$ cat src/rtl/sync_ptr_gray_if.sv
// Pointer-synchroniser bundle: the foreign-domain Gray pointer and clear going in,
// the synchronised pointer views and status flags coming out.
interface sync_ptr_gray_if #(
    parameter int ADDR = 5
);
    logic [ADDR:0] ptr_gray;
    logic          err_clr;
    logic [ADDR:0] ptr_gray_sync;
    logic [ADDR:0] ptr_bin_sync;
    logic [ADDR:0] ptr_delta;
    logic          ptr_changed;
    logic          sync_rdy;
    logic          gray_err;

    modport master (
        output ptr_gray,
        output err_clr,
        input  ptr_gray_sync,
        input  ptr_bin_sync,
        input  ptr_delta,
        input  ptr_changed,
        input  sync_rdy,
        input  gray_err
    );

    modport slave (
        input  ptr_gray,
        input  err_clr,
        output ptr_gray_sync,
        output ptr_bin_sync,
        output ptr_delta,
        output ptr_changed,
        output sync_rdy,
        output gray_err
    );
endinterface

$ cat src/rtl/sync_ptr_gray.sv
// Multi-stage synchroniser for a Gray-coded FIFO pointer, with registered binary
// view, per-cycle advance, warm-up flag and sticky illegal-step detection.
module sync_ptr_gray #(
    parameter int ADDR   = 5,
    parameter int STAGES = 2,
    parameter int CHECK  = 1
) (
    input  logic           clk,
    input  logic           reset_b,
    sync_ptr_gray_if.slave bus
);
    localparam int W  = ADDR + 1;
    localparam int CW = $clog2(STAGES + 2);
    localparam logic [CW-1:0] CNT_MAX = CW'(STAGES + 1);

    generate
        if (STAGES < 2 || STAGES > 4) begin : g_bad_stages
            $fatal(1, "sync_ptr_gray: STAGES must be in 2..4");
        end
    endgenerate

    // Only stage 0 samples the foreign-domain pointer; the chain carries no logic.
    (* async_reg = "true" *) logic [W-1:0] sync_stage [STAGES];

    logic [W-1:0]  gray_sync;
    logic [W-1:0]  prev_gray;
    logic [CW-1:0] warm_cnt;
    logic          sync_rdy;

    logic [W-1:0]  bin_q;
    logic [W-1:0]  delta_q;
    logic          changed_q;
    logic          err_q;

    logic [W-1:0]  cur_bin;
    logic [W-1:0]  prev_bin;
    logic [W-1:0]  step_bits;
    logic          multi_bit;
    logic          bad_step;
    logic          err_next;

    function automatic logic [W-1:0] g2b(input logic [W-1:0] g);
        logic [W-1:0] b;
        b[W-1] = g[W-1];
        for (int i = W - 2; i >= 0; i--) begin
            b[i] = b[i+1] ^ g[i];
        end
        return b;
    endfunction

    // NOTE: the synchroniser array is cleared on reset like every other register,
    // so the first post-reset comparison is against a known all-zero history.
    always_ff @(posedge clk or negedge reset_b) begin
        if (!reset_b) begin
            for (int i = 0; i < STAGES; i++) begin
                sync_stage[i] <= '0;
            end
        end else begin
            // NOTE: non-blocking assignments let every stage sample its
            // predecessor's old value, which is what makes this a shift chain.
            sync_stage[0] <= bus.ptr_gray;
            for (int i = 1; i < STAGES; i++) begin
                sync_stage[i] <= sync_stage[i-1];
            end
        end
    end

    assign gray_sync = sync_stage[STAGES-1];
    assign sync_rdy  = (warm_cnt == CNT_MAX);

    // NOTE: every always_comb output gets a default first so no path leaves a
    // signal unassigned and infers a latch.
    always_comb begin
        cur_bin   = g2b(gray_sync);
        prev_bin  = g2b(prev_gray);
        step_bits = gray_sync ^ prev_gray;
        // More than one bit set iff clearing the lowest set bit leaves something.
        multi_bit = |(step_bits & (step_bits - W'(1)));
        bad_step  = (CHECK != 0) && sync_rdy && multi_bit;
        err_next  = bad_step || (err_q && !bus.err_clr);
    end

    always_ff @(posedge clk or negedge reset_b) begin
        if (!reset_b) begin
            warm_cnt  <= '0;
            prev_gray <= '0;
            bin_q     <= '0;
            delta_q   <= '0;
            changed_q <= 1'b0;
            err_q     <= 1'b0;
        end else begin
            if (warm_cnt != CNT_MAX) begin
                warm_cnt <= warm_cnt + CW'(1);
            end
            prev_gray <= gray_sync;
            bin_q     <= cur_bin;
            delta_q   <= cur_bin - prev_bin;
            changed_q <= (gray_sync != prev_gray) && sync_rdy;
            err_q     <= err_next;
        end
    end

    assign bus.ptr_gray_sync = gray_sync;
    assign bus.ptr_bin_sync  = bin_q;
    assign bus.ptr_delta     = delta_q;
    assign bus.ptr_changed   = changed_q;
    assign bus.sync_rdy      = sync_rdy;
    assign bus.gray_err      = err_q;
endmodule

$ cat src/flat_wrapper.sv
// flat-port wrapper written by rule: the top's interface ports become plain ports
module sync_ptr_gray_flat 
#(
    parameter int ADDR   = 5,
    parameter int STAGES = 2,
    parameter int CHECK  = 1
)
  (clk, reset_b, bus_ptr_gray, bus_err_clr, bus_ptr_gray_sync, bus_ptr_bin_sync, bus_ptr_delta, bus_ptr_changed, bus_sync_rdy, bus_gray_err);
  sync_ptr_gray_if #(.ADDR(ADDR)) bus_i ();
  input  logic clk;
  input  logic reset_b;
  input wire logic [$bits(bus_i.ptr_gray)-1:0] bus_ptr_gray;
  input wire logic [$bits(bus_i.err_clr)-1:0] bus_err_clr;
  output wire logic [$bits(bus_i.ptr_gray_sync)-1:0] bus_ptr_gray_sync;
  output wire logic [$bits(bus_i.ptr_bin_sync)-1:0] bus_ptr_bin_sync;
  output wire logic [$bits(bus_i.ptr_delta)-1:0] bus_ptr_delta;
  output wire logic [$bits(bus_i.ptr_changed)-1:0] bus_ptr_changed;
  output wire logic [$bits(bus_i.sync_rdy)-1:0] bus_sync_rdy;
  output wire logic [$bits(bus_i.gray_err)-1:0] bus_gray_err;
  assign bus_i.ptr_gray = bus_ptr_gray;
  assign bus_i.err_clr = bus_err_clr;
  assign bus_ptr_gray_sync = bus_i.ptr_gray_sync;
  assign bus_ptr_bin_sync = bus_i.ptr_bin_sync;
  assign bus_ptr_delta = bus_i.ptr_delta;
  assign bus_ptr_changed = bus_i.ptr_changed;
  assign bus_sync_rdy = bus_i.sync_rdy;
  assign bus_gray_err = bus_i.gray_err;
  sync_ptr_gray #(.ADDR(ADDR), .STAGES(STAGES), .CHECK(CHECK)) u_core (.clk(clk), .reset_b(reset_b), .bus(bus_i));
endmodule
$ cat config.mk
export PLATFORM = sky130hd
export DESIGN_NAME = sync_ptr_gray_flat
export DESIGN_NICKNAME = d
export VERILOG_FILES = /design/src/rtl/sync_ptr_gray_if.sv /design/src/rtl/sync_ptr_gray.sv /design/src/flat_wrapper.sv
export SDC_FILE = /design/constraint.sdc
export NUM_CORES = 1
export LEC_CHECK = 0
export CORE_ASPECT_RATIO = 1.2
export CORE_UTILIZATION = 35
export CTS_CLUSTER_DIAMETER = 120
export DETAILED_ROUTE_END_ITERATION = 8
export PLACE_DENSITY = 0.6
export SLEW_MARGIN = 20
export SYNTH_ARGS = -nofsm -noshare
export SYNTH_HDL_FRONTEND = slang
export SYNTH_SLANG_ARGS = --single-unit
$ cat constraint.sdc
create_clock -name clk -period 2.3 [get_ports clk]
set_input_delay 0.46 -clock clk [delete_from_list [all_inputs] [get_ports clk]]
set_output_delay 0.46 -clock clk [all_outputs]
set_load 0.03 [all_outputs]
==> flow_summary.yaml, run 1 <==
run_status:
  status: "finished, violations left"
  violations: "setup timing"
drt:
  wl_per_cell_um: 11.6
  drt-pass1-iter-count: 4
  totalWireLength_um: 2330
  num_vias: 866
  wl_met1_um: 931
  post_drt_via_cell_ratio: 4.31
  ant_nets: 0
  wl_met2_um: 1250
  drtIter0Drc: 11
  drc: 0
  top_layer: "met4"
  wl_met3_um: 118
timing:
  finalCritPeriodShare: 1.07
  worst_slack_ps: -170
  slew_viol_final: 0
  slew_headroom: 0.714
  worst_pin_slew_ps: 426
  hold_violations: 0
  fin_crit_ps: 2470
  clock-skew-final_ps: 4.43
  fmax_ghz: 0.405
  grt_setup_unrepaired: "true"
  setup_violations: 3
critical_path:
  arrival_ps: 2640
  reg2regPathDepth: 10
  cp-start-kind: "register"
  rr_endpoint: "u_core.bus.ptr_delta[4]$_DFF_PN0_"
  reg2reg_slack_ps: -170
  rr_startpoint: "u_core.bus.ptr_gray_sync[5]$_DFF_PN0_"
  path_class: "register to register"
  crit_required_ps: 2470
  worstSetupEndpointType: "register"
  cp_max_fo: 2
layout:
  final_common_cell: "dfrtp_1"
  n_antenna_cell: 0
  final_layout_size_suffix_gt1_frac: 0.289
  seqCellArea_um2: 826
  syn2layout_area_growth_pct: 40.9
  layout.nets: 162
  fin_area_um2: 1990
  final_cell_mix: "dfrtp_1 (33), clkdlybuf4s50_1 (29), buf_4 (19), xnor2_1 (11)"
  multiInputGateArea_um2: 539
  fillers: 332
floorplan:
  initial_core_util: 0.376
  core_um2: 3750
  die_h_um: 71.5
  ioPinCount: 30
  fp.dieW_um: 59.9
  die-area_um2: 4290
  placementRows: 24
place:
  gp_congestion: 0.743
  dp_slack_ps: -153
  port_buffers: 29
  placed_cell_area_um2: 1840
  dp_hpwl_um: 1640
cts:
  cts.sinks: 33
  cts-htree-levels: 2
  clkTransAtPathRegs_ps: 60
  cts_buffer_depth: 2
  insertion_delay_ps: 280
  cts_made_buffers: 5
  root_buffer: "clkbuf_8"
  hold_buffers: 0
  cts_tree: "built"
logic_synthesis:
  synth_seq_cells: 33
  ys_types: 27
  synth_top_area_cell: "dfrtp_1"
  seq_area_frac_synth: 0.586
  synth_nets: 114
  syn-cell-area_um2: 1410
  synthCells: 100
  synthTopCellsByArea: "dfrtp_1 (59%), xnor2_1 (8.1%), ha_1 (4.4%), xor2_1 (4.3%), buf_4 (3.7%)"
  syn_area_per_cell_um2: 14.1
  yosysTopAreaCellShare: 0.586
  ys_warn_count: 0
power_and_ir_drop:
  p_leak_nw: 0.882
  vdd_drop_max_mv: 0.412
  powerDensity_nw_per_um2: 982
worst_hold_path:
  hp-start: "u_core.sync_stage[11]$_DFF_PN0_"
  hold_class: "register to register"
  min_delay_path_depth: 0
  whs_endpoint: "u_core.bus.ptr_gray_sync[5]$_DFF_PN0_"
grt:
  grt_max_degree: 34
  grt_usage: 0.129
  grt_pass1_vias: 903
  overflow: 0
  antenna_found_initial: 0
  grt_pass1_wl_um: 3940
job:
  maxCapViolCount: 0
## report_power, final
part | internal (W) | switching, W
sequential | 0.000670 | 0.0000269
combinational | 0.000382 | 0.000402
clock | 0.000270 | 0.000201
## synth_stat cells, drive strengths merged
cell	number
nand2	3
a41oi	1
o211ai	2
a2111oi	1
maj3	1
dfrtp	33
xor3	1
xnor2	13
mux2	2
ha	5
and2b	1
a21o	1
inv	6
or2	1
a21oi	3
o21ai	2
xor2	8
a211oi	1
xnor3	1
buf	7
and3	1
o22ai	1
and2	1
nor2	4
## kinds of logic (layout without fill, tap and decap cells)
family | after synthesis | count (layout) | share of synthesized area
AND/OR/NAND/NOR | 11 | 11 | 0.0373
flip-flops | 33 | 33 | 0.586
AO/OA/AOI/OAI | 12 | 12 | 0.0736
buffers and inverters | 13 | 62 | 0.0532
adder cells (fa/ha/maj) | 6 | 6 | 0.0524
XOR/XNOR | 23 | 23 | 0.179
multiplexers | 2 | 2 | 0.0186
## how the worst max path moves through the flow
| stage | start | to | slack [ps] | cells after the start |
|---|---|---|---|---|
| 6_report | u_core.bus.ptr_gray_sync[5]$_DFF_PN0_ | u_core.bus.ptr_delta[4]$_DFF_PN0_ | -170 | 10 |
| 5_1_grt | u_core.bus.ptr_gray_sync[5]$_DFF_PN0_ | u_core.bus.ptr_delta[4]$_DFF_PN0_ | -230 | 10 |
| 4_1_cts | u_core.bus.ptr_gray_sync[3]$_DFF_PN0_ | u_core.bus.ptr_delta[4]$_DFF_PN0_ | -150 | 10 |
| 3_5_place_dp | u_core.bus.ptr_gray_sync[4]$_DFF_PN0_ | u_core.bus.ptr_delta[4]$_DFF_PN0_ | -150 | 10 |
| 3_3_place_gp | u_core.bus.ptr_gray_sync[3]$_DFF_PN0_ | u_core.bus.ptr_delta[4]$_DFF_PN0_ | -70 | 10 |
| 2_1_floorplan | u_core.bus.ptr_gray_sync[4]$_DFF_PN0_ | u_core.bus.ptr_delta[4]$_DFF_PN0_ | -190 | 10 |
## critical path, stage by stage (launching register included)
cell and delay [ps]:
dfrtp_1 400, xor3_4 500, xor2_4 190, xnor2_2 160, inv_1 60, ha_2 160
inv_2 40, ha_2 170, a21o_4 190, mux2_4 310, a2111oi_4 200
## flip-flops by register name, indices dropped and copies added (netlist names)
| signal | flops |
|---|---|
| u_core.sync_stage | 6 |
| u_core.bus.ptr_changed | 1 |
| u_core.bus.ptr_gray_sync | 6 |
| u_core.prev_gray | 5 |
| u_core.bus.gray_err | 1 |
| u_core.bus.ptr_bin_sync | 6 |
| u_core.bus.ptr_delta | 6 |
| u_core.warm_cnt | 2 |
## layer usage
metal,vias up,global-route usage
met3,4,0.0668
li1,418,-
met2,33,0.202
met4,0,0.0724
met1,411,0.138
met5,-,0
## layout make-up
type,instances,share of cell area
clock buffers,7,0.0485
multi-input cells,54,0.271
clock inverters,1,0.00252
repair buffers,48,0.218
inverters,6,0.0113
flip-flops and latches,33,0.416
well taps,52,0.0327
## what timing repair did
| action | CTS | global route |
|---|---|---|
| buffers inserted | 3 | 0 |
| gates resized for setup | 3 | 3 |
| setup endpoints to repair | 3 | 4 |
| pin swaps | 3 | 7 |
## per-stage QoR
stage	utilization	setup TNS [ps]	instances	hold WS (ps)	total power, W
floorplan	-	-191	100	164	0.00116
global placement	0.490	-88.8	190	333	0.00144
detailed placement	0.490	-230	190	335	0.00145
CTS	0.527	-254	201	349	0.00195
global route	0.529	-552	201	359	0.00206
finish	0.529	-262	201	348	0.00195
(Power assumes the default switching activity.)
==> run 2: changes to the inputs <==
--- a/config.mk
+++ b/config.mk
@@ -6,6 +6,7 @@
 export NUM_CORES = 1
 export LEC_CHECK = 0
 export CORE_ASPECT_RATIO = 1.2
+export CORE_MARGIN = 8
 export CORE_UTILIZATION = 35
 export CTS_CLUSTER_DIAMETER = 120
 export DETAILED_ROUTE_END_ITERATION = 8
==> run 2 against run 1 <==
Effect of this change:
- total power shrank 3.6%
- sequential share of layout area is 0.75 points higher
- clock-buffer cell count shrank 1
- the flow still finishes with violations (setup timing)
- critical path type unchanged
- die area rose by 48%
- sequential power about the same
- first-iteration DRC count up 27%
- largest cell class unchanged
- combinational power shrank 1%
- fmax is 1.4% higher
- global-route usage shrank 4.1 points
- utilization shrank 3.0 points
==> flow_summary.yaml, run 2 (synthesis gave the netlist of run 1 again) <==
drt:
  post_drt_via_cell_ratio: 4.17
  totalWireLength_um: 2470
  num_vias: 833
  drt-pass1-iter-count: 3
  ant_nets: 0
  drc: 0
  wl_per_cell_um: 12.3
  drtIter0Drc: 14
power_and_ir_drop:
  intPower_w: 0.00126
  power_switching_w: 0.000623
  comb_power_share: 0.412
  p_leak_nw: 0.860
  swShare: 0.331
  power.total_w: 0.00188
  p_clk_frac: 0.219
  vdd_drop_max_mv: 0.382
  p_seq_frac: 0.369
  powerDensity_nw_per_um2: 964
worst_hold_path:
  hp-start: "u_core.sync_stage[6]$_DFF_PN0_"
  whs_endpoint: "u_core.bus.ptr_gray_sync[0]$_DFF_PN0_"
  hold_class: "register to register"
  min_delay_path_depth: 0
timing:
  grt_setup_unrepaired: "true"
  fmax_ghz: 0.411
  hold_slack_ps: 348
  hold_violations: 0
  fin_crit_ps: 2440
  finalCritPeriodShare: 1.06
  worst_slack_ps: -135
  worst_pin_slew_ps: 427
  clock-skew-final_ps: 1.73
  slew_viol_final: 0
  setup_violations: 3
  slew_headroom: 0.713
place:
  port_buffers: 29
  dp_hpwl_um: 1920
  gp_congestion: 0.755
cts:
  clkTransAtPathRegs_ps: 60
  cts.sinks: 33
  cts-htree-levels: 2
  cts_made_buffers: 5
  cts_tree: "built"
  insertion_delay_ps: 280
  root_buffer: "clkbuf_8"
  hold_buffers: 0
  cts_buffer_depth: 2
floorplan:
  die_h_um: 85.5
  initial_core_util: 0.361
  core_um2: 3910
  placementRows: 25
  die-area_um2: 6320
  ioPinCount: 30
  fp.dieW_um: 73.9
layout:
  n_antenna_cell: 0
  fillers: 352
  multiInputGateArea_um2: 539
  layout.nets: 159
  seqCellArea_um2: 826
  final_cell_mix: "dfrtp_1 (33), clkdlybuf4s50_1 (29), buf_4 (15), xnor2_1 (11), xor2_1 (7)"
  final_layout_size_suffix_gt1_frac: 0.267
  syn2layout_area_growth_pct: 38.4
  final_common_cell: "dfrtp_1"
critical_path:
  cp_common_cell: "ha_2"
  rr_startpoint: "u_core.bus.ptr_gray_sync[4]$_DFF_PN0_"
  rr_endpoint: "u_core.bus.ptr_delta[4]$_DFF_PN0_"
  crit_required_ps: 2480
  cp_slowest_cell: "xor3_4"
  reg2regPathDepth: 10
  arrival_ps: 2610
  worstSetupEndpointType: "register"
  max_stage_delay_ps: 540
  cp_max_fo: 2
  critical_path.cell_chain: "xor3_4 > xor2_4 > xnor2_2 > inv_1 > ha_2 > inv_2 > ha_2 > a21o_4 > mux2_4 > a2111oi_4"
  cp-start-kind: "register"
  path_class: "register to register"
  reg2reg_slack_ps: -140
grt:
  grt_usage: 0.0882
  antenna_found_initial: 0
  grt_pass1_vias: 893
  grt_max_degree: 34
  overflow: 0
  grt_pass1_wl_um: 4110
job:
  maxCapViolCount: 0
run_status:
  status: "finished, violations left"
  violations: "setup timing"
-- run 2: changes by cell type in the layout (fill, tap and decap cells not counted) --
cell / before / now
buf_4: 19 / 15
clkinv_2: 1 / 2
clkbuf_8: 7 / 5
clkbuf_1: 0 / 1
buf_6: 0 / 1
-- run 2: critical path, delay by kind of cell, from the launching register on --
kind,cells,cell delay (ps)
flops,1,360
buf+inv,2,100
mux,1,310
fa+ha+maj,2,330
compound gates,2,370
xor+xnor,3,880
-- run 2: repair_timing --
action,in CTS,in global routing
buffers inserted,0,0
pin swaps,1,3
setup endpoints to repair,3,4
gates resized for setup,1,6
-- run 2: per-layer routing --
layer | part of all wire | GRT usage
met1 | 0.37 | 0.0867
met2 | 0.54 | 0.146
met3 | 0.081 | 0.0467
met4 | 0.011 | 0.0437
met5 | 0 | 0
-- run 2: power groups by stage --
stage          logic, W  registers (W)  clock network [W]
2_1_floorplan  0.000296       0.000864                  0
3_3_place_gp   0.000737       0.000706                  0
3_5_place_dp   0.000753       0.000707                  0
4_1_cts        0.000760       0.000696           0.000427
5_1_grt        0.000834       0.000704           0.000452
6_report       0.000776       0.000695           0.000411
-- run 2: how the worst max path moves through the flow --
stage | startpoint | slack (ps) | end
floorplan | u_core.bus.ptr_gray_sync[4]$_DFF_PN0_ | -190 | u_core.bus.ptr_delta[4]$_DFF_PN0_
global placement | u_core.bus.ptr_gray_sync[3]$_DFF_PN0_ | -80 | u_core.bus.ptr_delta[4]$_DFF_PN0_
detailed placement | u_core.bus.ptr_gray_sync[4]$_DFF_PN0_ | -150 | u_core.bus.ptr_delta[4]$_DFF_PN0_
CTS | u_core.bus.ptr_gray_sync[4]$_DFF_PN0_ | -170 | u_core.bus.ptr_delta[4]$_DFF_PN0_
global route | u_core.bus.ptr_gray_sync[4]$_DFF_PN0_ | -250 | u_core.bus.ptr_delta[4]$_DFF_PN0_
finish | u_core.bus.ptr_gray_sync[4]$_DFF_PN0_ | -140 | u_core.bus.ptr_delta[4]$_DFF_PN0_
-- run 2: final cells by class --
type,instances,area share
Clock buffer,6,0.0372
Clock inverter,2,0.00513
Inverter,6,0.0115
Multi-Input combinational cell,54,0.276
Sequential cell,33,0.423
Tap cell,54,0.0346
Timing Repair Buffer,45,0.212
-- run 2: stage by stage --
stage	instances	setup TNS [ps]	setup WS [ps]	area, um^2	utilization
CTS	200	-258	-167	1930	0.493
global route	200	-567	-250	1950	0.499
detailed placement	192	-248	-153	1840	0.471
floorplan	100	-191	-191	1420	-
finish	200	-248	-135	1950	0.499
global placement	192	-87.8	-81.4	1840	0.471
==> run 3: changes to the inputs <==
--- a/config.mk
+++ b/config.mk
@@ -10,8 +10,8 @@
 export CORE_UTILIZATION = 35
 export CTS_CLUSTER_DIAMETER = 120
 export DETAILED_ROUTE_END_ITERATION = 8
+export HOLD_SLACK_MARGIN = 0.08
 export PLACE_DENSITY = 0.6
-export SLEW_MARGIN = 20
 export SYNTH_ARGS = -nofsm -noshare
 export SYNTH_HDL_FRONTEND = slang
 export SYNTH_SLANG_ARGS = --single-unit
==> results of run 3 <==
Same layout as run 2: the final DEF is identical, and so are final timing and power.
==> variant 1: new RTL, flow settings as in run 3 <==
`ADDR` is set to 5 in 3 places; all go to 4.
--- a/src/rtl/sync_ptr_gray_if.sv
+++ b/src/rtl/sync_ptr_gray_if.sv
@@ -3,3 +3,3 @@
 interface sync_ptr_gray_if #(
-    parameter int ADDR = 5
+    parameter int ADDR = 4
 );
--- a/src/rtl/sync_ptr_gray.sv
+++ b/src/rtl/sync_ptr_gray.sv
@@ -3,3 +3,3 @@
 module sync_ptr_gray #(
-    parameter int ADDR   = 5,
+    parameter int ADDR   = 4,
     parameter int STAGES = 2,
--- a/src/flat_wrapper.sv
+++ b/src/flat_wrapper.sv
@@ -3,3 +3,3 @@
 #(
-    parameter int ADDR   = 5,
+    parameter int ADDR   = 4,
     parameter int STAGES = 2,
Ports: changed (resized bus_ptr_bin_sync, bus_ptr_delta, bus_ptr_gray and bus_ptr_gray_sync); port bits go from 30 to 26. No check against the original RTL was run, so the function may have changed too.
==> variant 1 against run 3 <==
- sequential cell count fell by 5
- synthesized area fell by 17%
- count of clock-buffer cells in the layout fell by 3
- clock skew down 0.00051 ns
- cell area shrank 18%
- setup slack gained 0.19 ns
- power shrank 21%
- via count shrank 11%
- global-route usage decreased by 0.16 points
- wire length fell by 15%
- critical path depth unchanged
- critical path type unchanged
- largest cell class unchanged
==> variant 1: results <==
outcome:
  status: "finished, final reports clean"
floorplanning:
  die_x_um: 68.7
timing:
  skew_ns: 0.00123
logic_synthesis:
  syn_nets: 99
  synth_area_leaders: "dfrtp_1, xnor2_1, xor2_1"
  synth_cell_types: 26
global_route:
  grtUsageTotal: 0.0866
  first_global_vias: 850
  grt_max_degree: 29
  grt_pass1_wl_um: 3620
setup_path:
  r2r_start: "u_core.bus.ptr_gray_sync[3]"
  critPathMaxFanout: 5
  slowest_delay_ns: 0.47
finish:
  multi_input_gates: 48
  clock_buffers: 3
  fill_cells: 313
  stdcell_count: 157
  inverters: 5
  clkCellAreaFrac: 0.0446
  nonClkBufAreaFrac: 0.204
  fin_area_mm2: 0.00160
  seq_area_frac: 0.439
power:
  comb-power_uw: 519
  p_comb_frac: 0.348
  p_clk_uw: 385
detailed_routing:
  avgViaCountPerCell: 4.72
  first_pass_iters: 4
  drtIter0Drc: 8
placed_design:
  port_buffers: 25
  dp_cells: 152
clocking:
  htreeDepth: 1
  path_clk_slew_ns: 0.09
  ctsResizeCount: 2
==> variant 1: worst paths after layout <==
check	end	slack (ns)	cells past startpoint
max	u_core.bus.ptr_delta[4]	0.06	10
min	u_core.bus.ptr_gray_sync[3]	0.36	0
max reg2reg	u_core.bus.ptr_delta[4]	0.06	10
min reg2reg	u_core.bus.ptr_gray_sync[3]	0.36	0
max in group asynchronous	u_core.prev_gray[2]	1.50	2
min in group asynchronous	u_core.sync_stage[6]	0.55	2
==> variant 1: per-layer routing <==
metal  up-vias  global-route usage  routed length, um  part of all wire
li1        346                   -                  -                 -
met1       371              0.0848                796              0.38
met2        20               0.156               1090              0.52
met3         4              0.0281                163             0.078
met4         0              0.0423                 40             0.019
met5         -                   0                  0                 0
==> variant 1: kinds of logic after synthesis <==
family,count (synthesis),synth area share
AO/OA/AOI/OAI,11,0.0579
multiplexers,1,0.00965
adder cells (fa/ha/maj),5,0.0514
AND/OR/NAND/NOR,14,0.0654
flip-flops,28,0.600
buffers and inverters,11,0.0547
XOR/XNOR,17,0.161
==> variant 2: new RTL, config.mk and constraints of run 3 <==
Made on the original files. Reset style: synchronous (`reset_b`), changed in 2 clocked blocks.
--- a/src/rtl/sync_ptr_gray.sv
+++ b/src/rtl/sync_ptr_gray.sv
@@ -52,3 +52,3 @@
     // so the first post-reset comparison is against a known all-zero history.
-    always_ff @(posedge clk or negedge reset_b) begin
+    always_ff @(posedge clk) begin
         if (!reset_b) begin
@@ -82,3 +82,3 @@
 
-    always_ff @(posedge clk or negedge reset_b) begin
+    always_ff @(posedge clk) begin
         if (!reset_b) begin
Check against the original RTL: differs if reset_b is asserted again (counterexample within 4 cycles, from zero or initial values and one cycle with reset_b low); with reset_b held inactive, the same outputs for 10 cycles.
==> variant 2 against run 3 <==
- the flow still finishes with violations (setup timing)
- setup slack gained 0.13 ns
- final cell count grew 12%
- sequential cell count is the same
- cell area shrank 1.2%
- wire length grew 2.3%
- worst hold slack gained 0.083 ns
- power shrank 18%
- synthesized cell count grew 31%
- synthesized area grew 0.53%
- critical path type unchanged
==> variant 2: results <==
global_route:
  use_met2: 0.150
  use_met1: 0.0729
  grtUsageTotal: 0.0870
  grt_pass1_wl_um: 4080
  first_global_vias: 939
  grt_max_degree: 22
logic_synthesis:
  synth-async-reset-ratio: 0
  synth_commonest_cells: "dfxtp_1, and2_1, xnor2_1"
  seq_area_frac_synth: 0.466
  syn_nets: 145
  synth_area_leaders: "dfxtp_1, and2_1, xnor2_1"
  synth_cell_types: 26
power:
  internal_power_uw: 1100
  ir_drop_v: 0.000367
  p_leak_uw: 0.000777
timing:
  skew_ns: 0.00129
  setup_viol: 1
  final.setup.tns_ns: -0.00115
  worst_slack_ns: -0.00115
finish:
  drive_above_1_share: 0.212
  fill_cells: 363
setup_path:
  cp_slowest_cell: "xor3_2"
  cp_data_arrival_time_ns: 2.47
detailed_routing:
  first_pass_iters: 2
  drtIter0Drc: 13
  route.met3.wl_um: 216
  routed_wl_um: 2520
  avgViaCountPerCell: 4.18
placed_design:
  hpwlAfterDp_um: 2010
  gp_congestion: 0.796
  placed_area_mm2: 0.00182
outcome:
  status: "complete, but fails checks"
  violations: "setup timing"
## variant 2: power by group through the flow
stage | Sequential (uW) | Combinational, uW | Clock [uW]
5_1_grt | 656 | 518 | 454
6_report | 650 | 477 | 423
3_5_place_dp | 663 | 472 | 0
2_1_floorplan | 740 | 235 | 0
4_1_cts | 651 | 477 | 438
3_3_place_gp | 661 | 465 | 0
## variant 2: through the flow
stage	worst slack, ns	util	std cells
2_1_floorplan	-0.0730	-	131
3_5_place_dp	-0.0427	0.466	217
6_report	-0.00115	0.493	224
3_3_place_gp	0.0117	0.466	217
5_1_grt	-0.127	0.493	224
4_1_cts	0.00686	0.490	224
## variant 2: kinds of logic (layout without fill, tap and decap cells)
group	Yosys count	in the layout	synth area share
compound gates	12	12	0.0503
xor+xnor	25	25	0.200
fa+ha+maj	7	7	0.0600
buf+inv	11	50	0.0477
flops	33	33	0.466
mux	3	3	0.0247
simple gates	40	40	0.151
## variant 2: path summary, 6_finish.rpt
path,slack [ns],end,cells after the start,start
worst max-delay path,-0.001,u_core.bus.ptr_delta[5],9,u_core.bus.ptr_bin_sync[5]
worst min-delay path,0.43,u_core.sync_stage[0][8],1,u_core.sync_stage[0][2]
worst max register to register,-0.001,u_core.bus.ptr_delta[5],9,u_core.bus.ptr_bin_sync[5]
worst min register to register,0.43,u_core.sync_stage[0][8],1,u_core.sync_stage[0][2]
## variant 2: timing repair
| item | 4_1_cts | 5_1_grt |
|---|---|---|
| buffers inserted | 0 | 0 |
| gates resized for setup | 2 | 4 |
| pin swaps | 2 | 1 |
| setup endpoints to repair | 2 | 3 |
## variant 2: cell type report
cell class | instances | share of cell area
multi-input cells | 87 | 0.375
well taps | 54 | 0.0350
flip-flops and latches | 33 | 0.344
clock buffers | 7 | 0.0447
inverters | 2 | 0.00389
repair buffers | 41 | 0.197
